File: config.mk
export PLATFORM = sky130hd
export DESIGN_NAME = sha2_msg_padder
export DESIGN_NICKNAME = d
export VERILOG_FILES = /design/src/rtl/sha2_msg_padder.sv
export SDC_FILE = /design/constraint.sdc
export NUM_CORES = 1
export LEC_CHECK = 0
export ABC_AREA = 1
export CAP_MARGIN = 20
export CELL_PAD_IN_SITES_DETAIL_PLACEMENT = 0
export CELL_PAD_IN_SITES_GLOBAL_PLACEMENT = 1
export CORE_UTILIZATION = 51
export CTS_CLUSTER_SIZE = 28
export DETAILED_ROUTE_END_ITERATION = 12
export DONT_BUFFER_PORTS = 1
export GPL_TIMING_DRIVEN = 0
export PLACE_DENSITY_LB_ADDON = 0.05
export SYNTH_ARGS = -nofsm -noshare
export SYNTH_HDL_FRONTEND = slang
export SYNTH_SLANG_ARGS = --single-unit
export TNS_END_PERCENT = 5
File: constraint.sdc
create_clock -name clk -period 40.1 [get_ports clk]
set_input_delay 8.02 -clock clk [delete_from_list [all_inputs] [get_ports clk]]
set_output_delay 8.02 -clock clk [all_outputs]
set_load 0.02 [all_outputs]
File: src/rtl/sha2_msg_padder.sv
// SHA-2 message padder: packs packets into BLK_W-bit blocks,
// appends 0x80, zero fill and big-endian bit length.
// Ports:
//   clk, rst_b (async, active-high), clr (sync clear)
//   in_data/in_valid/in_last/in_nbytes/in_ready : packet in
//   blk/blk_valid/blk_last/blk_ready           : block out
module sha2_msg_padder #(
  parameter int PKT_W = 64,
  parameter int BLK_W = 512,
  parameter int LEN_W = 64,
  localparam int NB_W = $clog2(PKT_W/8) + 1
) (
  input  logic             clk,
  input  logic             rst_b,
  input  logic             clr,
  input  logic [PKT_W-1:0] in_data,
  input  logic             in_valid,
  input  logic             in_last,
  input  logic [NB_W-1:0]  in_nbytes,
  output logic             in_ready,
  output logic [BLK_W-1:0] blk,
  output logic             blk_valid,
  output logic             blk_last,
  input  logic             blk_ready
);

  localparam int CNT    = BLK_W / PKT_W;
  localparam int IDX_W  = $clog2(CNT);
  localparam int NBYTES = PKT_W / 8;

  localparam logic [IDX_W-1:0] LEN_IDX =
    IDX_W'(CNT - LEN_W / PKT_W);
  localparam logic [IDX_W-1:0] END_IDX =
    IDX_W'(CNT - 1);
  localparam logic [PKT_W-1:0] PAD_WORD =
    {8'h80, {(PKT_W-8){1'b0}}};

  typedef enum logic [2:0] {
    S_FILL,
    S_PAD,
    S_ZERO,
    S_LEN,
    S_EMIT
  } st_t;

  st_t              r_st;
  st_t              r_ret;
  logic [IDX_W-1:0] r_idx;
  logic [LEN_W-1:0] r_len;
  logic [BLK_W-1:0] r_blk;
  logic             r_bv;
  logic             r_bl;

  st_t              w_nx;
  st_t              w_st_d;
  st_t              w_ret_d;
  logic [IDX_W-1:0] w_idx_d;
  logic [LEN_W-1:0] w_len_d;
  logic             w_bv_d;
  logic             w_bl_d;
  logic             w_we;
  logic [PKT_W-1:0] w_wdata;
  logic             w_fin;
  logic             w_hs;
  logic             w_at_end;
  logic             w_wrap;
  logic             w_full;
  logic [PKT_W-1:0] w_tail;
  logic [LEN_W-1:0] w_len_sh;
  logic [PKT_W-1:0] w_len_word;

  assign w_at_end = (r_idx == END_IDX);
  assign w_full   = int'(in_nbytes) >= NBYTES;

  // Length words go out MS-first, one per slot
  // from LEN_IDX onward.
  assign w_len_sh =
    r_len << (int'(r_idx - LEN_IDX) * PKT_W);
  assign w_len_word = w_len_sh[LEN_W-1 -: PKT_W];

  // Tail word: keep bytes 0..n-1, 0x80 at byte n.
  always_comb begin
    w_tail = '0;
    for (int b = 0; b < NBYTES; b++) begin
      if (b < int'(in_nbytes))
        w_tail[PKT_W-1-8*b -: 8] =
          in_data[PKT_W-1-8*b -: 8];
      else if (b == int'(in_nbytes))
        w_tail[PKT_W-1-8*b -: 8] = 8'h80;
    end
  end

  always_comb begin
    w_we    = 1'b0;
    w_wdata = '0;
    w_nx    = r_st;
    w_len_d = r_len;
    w_fin   = 1'b0;
    w_hs    = 1'b0;
    unique case (r_st)
      S_FILL: begin
        if (in_valid) begin
          w_we = 1'b1;
          if (!in_last) begin
            w_wdata = in_data;
            w_len_d = r_len + LEN_W'(PKT_W);
          end else if (w_full) begin
            w_wdata = in_data;
            w_len_d = r_len + LEN_W'(PKT_W);
            w_nx    = S_PAD;
          end else begin
            w_wdata = w_tail;
            w_len_d = r_len +
              (LEN_W'(in_nbytes) << 3);
            w_nx    = S_ZERO;
          end
        end
      end
      S_PAD: begin
        w_we    = 1'b1;
        w_wdata = PAD_WORD;
        w_nx    = S_ZERO;
      end
      S_ZERO: begin
        if (r_idx == LEN_IDX) w_nx = S_LEN;
        else                  w_we = 1'b1;
      end
      S_LEN: begin
        w_we    = 1'b1;
        w_wdata = w_len_word;
        if (w_at_end) begin
          w_fin = 1'b1;
          w_nx  = S_FILL;
        end
      end
      S_EMIT: begin
        if (blk_ready) begin
          w_hs = 1'b1;
          // Message finished: restart the count.
          if (r_bl && r_ret == S_FILL)
            w_len_d = '0;
        end
      end
      default: ;
    endcase
  end

  // A write into the last slot closes the block;
  // the pending state is parked in r_ret.
  assign w_wrap = w_we & w_at_end;

  always_comb begin
    w_st_d  = w_nx;
    w_ret_d = r_ret;
    w_idx_d = r_idx;
    w_bv_d  = r_bv;
    w_bl_d  = r_bl;
    if (w_we)
      w_idx_d = w_at_end ? '0 : r_idx + IDX_W'(1);
    if (w_wrap) begin
      w_st_d  = S_EMIT;
      w_ret_d = w_nx;
      w_bv_d  = 1'b1;
      w_bl_d  = w_fin;
    end else if (w_hs) begin
      w_st_d  = r_ret;
      w_bv_d  = 1'b0;
      w_bl_d  = 1'b0;
    end
  end

  always_ff @(posedge clk or posedge rst_b) begin
    if (rst_b) begin
      r_st  <= S_FILL;
      r_ret <= S_FILL;
      r_idx <= '0;
      r_len <= '0;
      r_blk <= '0;
      r_bv  <= 1'b0;
      r_bl  <= 1'b0;
    end else if (clr) begin
      r_st  <= S_FILL;
      r_ret <= S_FILL;
      r_idx <= '0;
      r_len <= '0;
      r_blk <= '0;
      r_bv  <= 1'b0;
      r_bl  <= 1'b0;
    end else begin
      r_st  <= w_st_d;
      r_ret <= w_ret_d;
      r_idx <= w_idx_d;
      r_len <= w_len_d;
      r_bv  <= w_bv_d;
      r_bl  <= w_bl_d;
      if (w_we)
        r_blk[BLK_W-1-int'(r_idx)*PKT_W -: PKT_W]
          <= w_wdata;
    end
  end

  assign in_ready  = (r_st == S_FILL);
  assign blk       = r_blk;
  assign blk_valid = r_bv;
  assign blk_last  = r_bl;

endmodule
## After elaboration in Yosys (flattened, before gate mapping)

Index checks and enable logic that the tools add are counted.

- Add/subtract/negate cells: 6
- $lt $le $gt $ge: 9
- Equality and inequality tests: 15
- Shift-type cells: 3
- Mux-type cells: 56
- Bitwise gates (word level): 1
- Reductions and logical operators: 10

Operator list:

| cell | count |
|---|---|
| $mux W512 | 2 |
| $mux W64 | 9 |
| $shift A64 B33 Y575 const A | 1 |
| $shiftx A64 B33 Y575 | 1 |
| $bwmux W512 | 1 |
| $pmux W64 S3 | 1 |
| $mux W8 | 16 |
| $pmux W64 S2 | 1 |
| $add A64 B7 Y64 | 1 |
| $add A64 B7 Y64 const B | 1 |
| $shl A64 B32 Y64 | 1 |
| $mux W3 | 12 |
| $neg A10 Y33 | 1 |
| $eq A4 B4 Y1 const A | 4 |
| $lt A3 B4 Y1 const A | 4 |
| $pmux W3 S4 | 1 |
| $mux W1 | 11 |
| $sub A9 B9 Y10 const A | 1 |
| $ne A3 B3 Y1 const B | 3 |
| $eq A3 B4 Y1 const A | 2 |
| $lt A1 B4 Y1 const A | 2 |
| $lt A2 B4 Y1 const A | 2 |
| $eq A3 B2 Y1 const B | 2 |
| $eq A3 B3 Y1 const B | 2 |
| other kinds (15) | 18 |

- Bits in registers: 587
- Bits of input ports: 74
- Output and inout port bits: 515
- Word-level logic and storage cells: 107

## Logic depth before layout (Yosys ltp)

- Word-level depth: 11
- Mapped depth: 14
- Depth with buffers taken out: 14

## Least setup slack after synthesis

No wires, ideal clock.

- Path kind: input port to flip-flop
- Start: input in_nbytes[0]
- End: register r_len[49]
- Setup time: 0.121 ns
- Data arrival time: 9.599 ns
- Data required time: 39.979 ns
- Slack: 30.380 ns
- Stages on the path: 11
- Path buffers: 0
- Cells stage by stage: ha_1 > inv_1 > fa_1 > inv_1 > nand3_1 > nand3_1 > nand3_1 > nor2_2 > nand3_1 > o21ai_0 > nor2_1

- Word-level cells in the longest chain between the ends: 6
- Elaborated cells on any way between the ends: 7
- Those cells by class: 1 x add/sub; 1 x order compare; 5 x mux

Ends and longest elaborated chain:

| item | line | text |
|---|---|---|
| start: declaration | 19 | `input logic [NB_W-1:0] in_nbytes,` |
| $add A64 B7 Y64 or $ge A4 B4 Y1 (tied branches) | 113, 73 |  |
| $mux W64 * | 107 | `end else if (w_full) begin` |
| $mux W64 * | 104 | `if (!in_last) begin` |
| $mux W64 * | 102 | `if (in_valid) begin` |
| $pmux W64 S2 * | 100 | `unique case (r_st)` |
| $mux W64 * | 181 | `end else if (clr) begin` |
| end signal: assignment | 193 | `r_len <= w_len_d;` |
| end: declaration | 49 | `logic [LEN_W-1:0] r_len;` |

Every way passes the cells marked *; elsewhere a longest branch is shown, timed or not. The select of a mux whose other input is x is not followed.
A chain may end at the register's enable or synchronous reset.

## Final worst setup path

- Start: input in_nbytes[0]
- End: register r_len[33]

Same word-level chain as after synthesis.

==> metrics <==
status finished clean; Final HPWL DP 83.97 mm; total power 1.473 mW; Clock Latency Late Sink 0.64 ns; row count a little over 80; Syn Inst Count 3118; via count about 24000; Netlist Area Pre-Place 0.02620 sq mm; register area share after synthesis 0.5579; initial antenna violation count 5; Hold Vio Cnt, Final 0; Starting DRT DRC Count 2928; Leak Pwr 12.84 nW; Core Area 0.05038 sq mm; Yosys top cell area share 0.5579; Post-CTS Setup Inserts 0; global placement routability congestion 1.020; Buffers on Ports 0; CTS tree built; Synth area leaders dfrtp_1, nand2_1, o21ai_0; Power Density 50.25 mW/mm^2; Worst Hold End r_len[63]; Worst R2R Path Depth 8; Post-synth EDFFs 0; post-detailed-routing wire length 109.8 mm; max-slew violations 0; Worst-path clk slew 0.06 ns; post-CTS sizing 0; DIE HEIGHT between 200 and 250 um; WS Path Type input port to flop; M1 GR Usage 0.5166; Finished Cell Area 0.02931 sq mm; area added between synthesis and finish 11.90%; initial core utilization 0.5200; clk sinks 584; crit share post-route 0.2434; Worst R2R Setup Slack 36.53 ns; critical path's slowest cell fa_1; Post-synth ARST share 1.000; first-pass GRT wire length 159.1 mm; end of the worst register-to-register path blk[221]; syn_area_per_cell 8.402 sq um; worst min path class flop to flop; worst-path cell chain ha_1 > inv_1 > fa_1 > inv_1 > nand3_1 > nand3_1 > nand3_1 > nor2_2 > nand3_1 > xor2_1 > nor2_1; Arr. time, crit path 10.25 ns; DR pass1 iterations 7; Final Setup Violations 0; R2R Path Start r_idx[0]; DRC 0; drt wl/cell 28.07 um; final total negative setup slack 0 ns; Crit Path Max Fanout 5; flop and latch count out of synthesis 584; met2 Use GR 0.6446; Setup crit start kind input port; GR peak layer met2; vias in the first global route approximately 23000; worst hold slack 0.5398 ns; syn_nets 3205; gr ovfl total 0; io pins 589; layout cells sized above 1 0.08377; Critical Path Most Common Cell nand3_1; Nets approximately 3300; clk_skew 0.02365 ns; post-route ant nets 0; commonest non-fill, non-tap cell in the layout nand2_1; Required @ worst endpoint 40.59 ns; Fmax 102.5 MHz; htree depth 2; Num CTS Buffers 60; area of placed instances 0.02715 sq mm; met3 Use GR 0.1331; Hold Path Depth 2; largest net degree at the start of global routing ~140; Vias/cell 6.171; Setup crit end kind flop; commonest cells after routing, fill and taps aside nand2_1, dfrtp_1, o21ai_0, nand3_1, o21ai_1; Max-cap violations 0; root buffer cell clkbuf_16; minimum clock period 9.759 ns; Unique masters post-synth 44; peak supply drop between 0.00003 and 0.00004 V; worst-margin pin slew 1.095 ns; # hold bufs at CTS 0; area leader, netlist dfrtp_1; Synth Flop Type dfrtp_1; Slew HR 0.2671; Synth Warn # 0; GRT Total Usage 0.4152; Die W 228.6 um; die area between 0.05 and 0.06 sq mm; setup repair after global routing missed its margin no; Clock Path Buffers 3; Hold Crit Start r_len[63]; slowest stage delay, CP 0.40 ns
registers in the layout, summed over array words and instances, names as in the netlist:
| signal | count |
|---|---|
| r_idx | 3 |
| r_len | 61 |
| blk_last | 1 |
| r_st | 3 |
| blk_valid | 1 |
| blk | 512 |
| r_ret | 3 |
cells in the mapped netlist, types with 2 or more instances:
cell,number
nand2_1,969
dfrtp_1,584
o21ai_0,315
nand3_1,278
o21ai_1,259
nor2_1,173
inv_1,159
clkbuf_1,96
o21ai_2,34
a21oi_1,31
buf_4,25
nand4_1,25
buf_2,24
nor3_1,17
clkbuf_2,16
inv_2,16
o22ai_2,14
ha_1,12
nor2_2,9
o22ai_1,7
a31oi_1,5
buf_1,5
buf_6,5
nor2_4,5
xor2_1,5
nand3_2,4
a211oi_1,2
a21oi_2,2
and2_1,2
nand2_2,2
nand4_2,2
nand4_4,2
o211ai_1,2
o31ai_1,2
per-stage QoR:
step | instances | utilization | worst slack [ns]
after floorplan | 3118 | - | 15.74
after detailed placement | 3794 | 0.5390 | 29.79
after CTS | 3907 | 0.5817 | 30.39
after global placement | 3790 | 0.5367 | 10.23
after global routing | 3909 | 0.5818 | 30.24
final | 3910 | 0.5819 | 30.34
cell families (layout without fill, tap and decap cells):
| family | Yosys count | after routing | share of synthesized area |
|---|---|---|---|
| XOR/XNOR | 6 | 6 | 0.002006 |
| AO/OA/AOI/OAI | 677 | 677 | 0.1404 |
| flip-flops | 584 | 584 | 0.5579 |
| buffers and inverters | 347 | 464 | 0.05665 |
| other | 0 | 3 | 0 |
| AND/OR/NAND/NOR | 1491 | 1491 | 0.2366 |
| adder cells (fa/ha/maj) | 13 | 13 | 0.006496 |
critical path: cells and delay by family:
family / cells / cell delay, ns
buf+inv: 2 / 0.14
simple gates: 6 / 1.33
fa+ha+maj: 2 / 0.55
xor+xnor: 1 / 0.21
routing by layer:
layer | vias to the layer above | share of wire
met5 | - | 0.00021
met3 | 340 | 0.11
li1 | 10430 | -
met1 | 11890 | 0.37
met4 | 4 | 0.060
met2 | 1470 | 0.46
where the power goes:
part           internal, mW  total, mW  switching (mW)
Sequential            0.601      0.628          0.0267
Combinational        0.0445      0.241           0.196
Clock                 0.356      0.604           0.248
Total                  1.00       1.47           0.471
cell type report:
cell class	count	area (sq um)
Clock inverter	26	356.6
Clock buffer	87	1794
Sequential cell	584	14610
Tap cell	672	840.8
Antenna cell	3	7.507
Multi-Input combinational cell	2187	10100
Fill cell	4583	21060
Inverter	176	668.1
Buffer	171	823.3
Timing Repair Buffer	4	110.1
worst max-delay path by stage:
stage                      start         to  slack, ns
finish              in_nbytes[0]  r_len[33]      30.34
global route        in_nbytes[0]  r_len[13]      30.24
CTS                      r_st[1]   in_ready      30.39
detailed placement  in_nbytes[0]  r_len[49]      29.79
global placement           rst_b   blk[178]      10.23
floorplan                  rst_b     blk[0]      15.74
No activity file was read; power rests on OpenSTA's default activity.
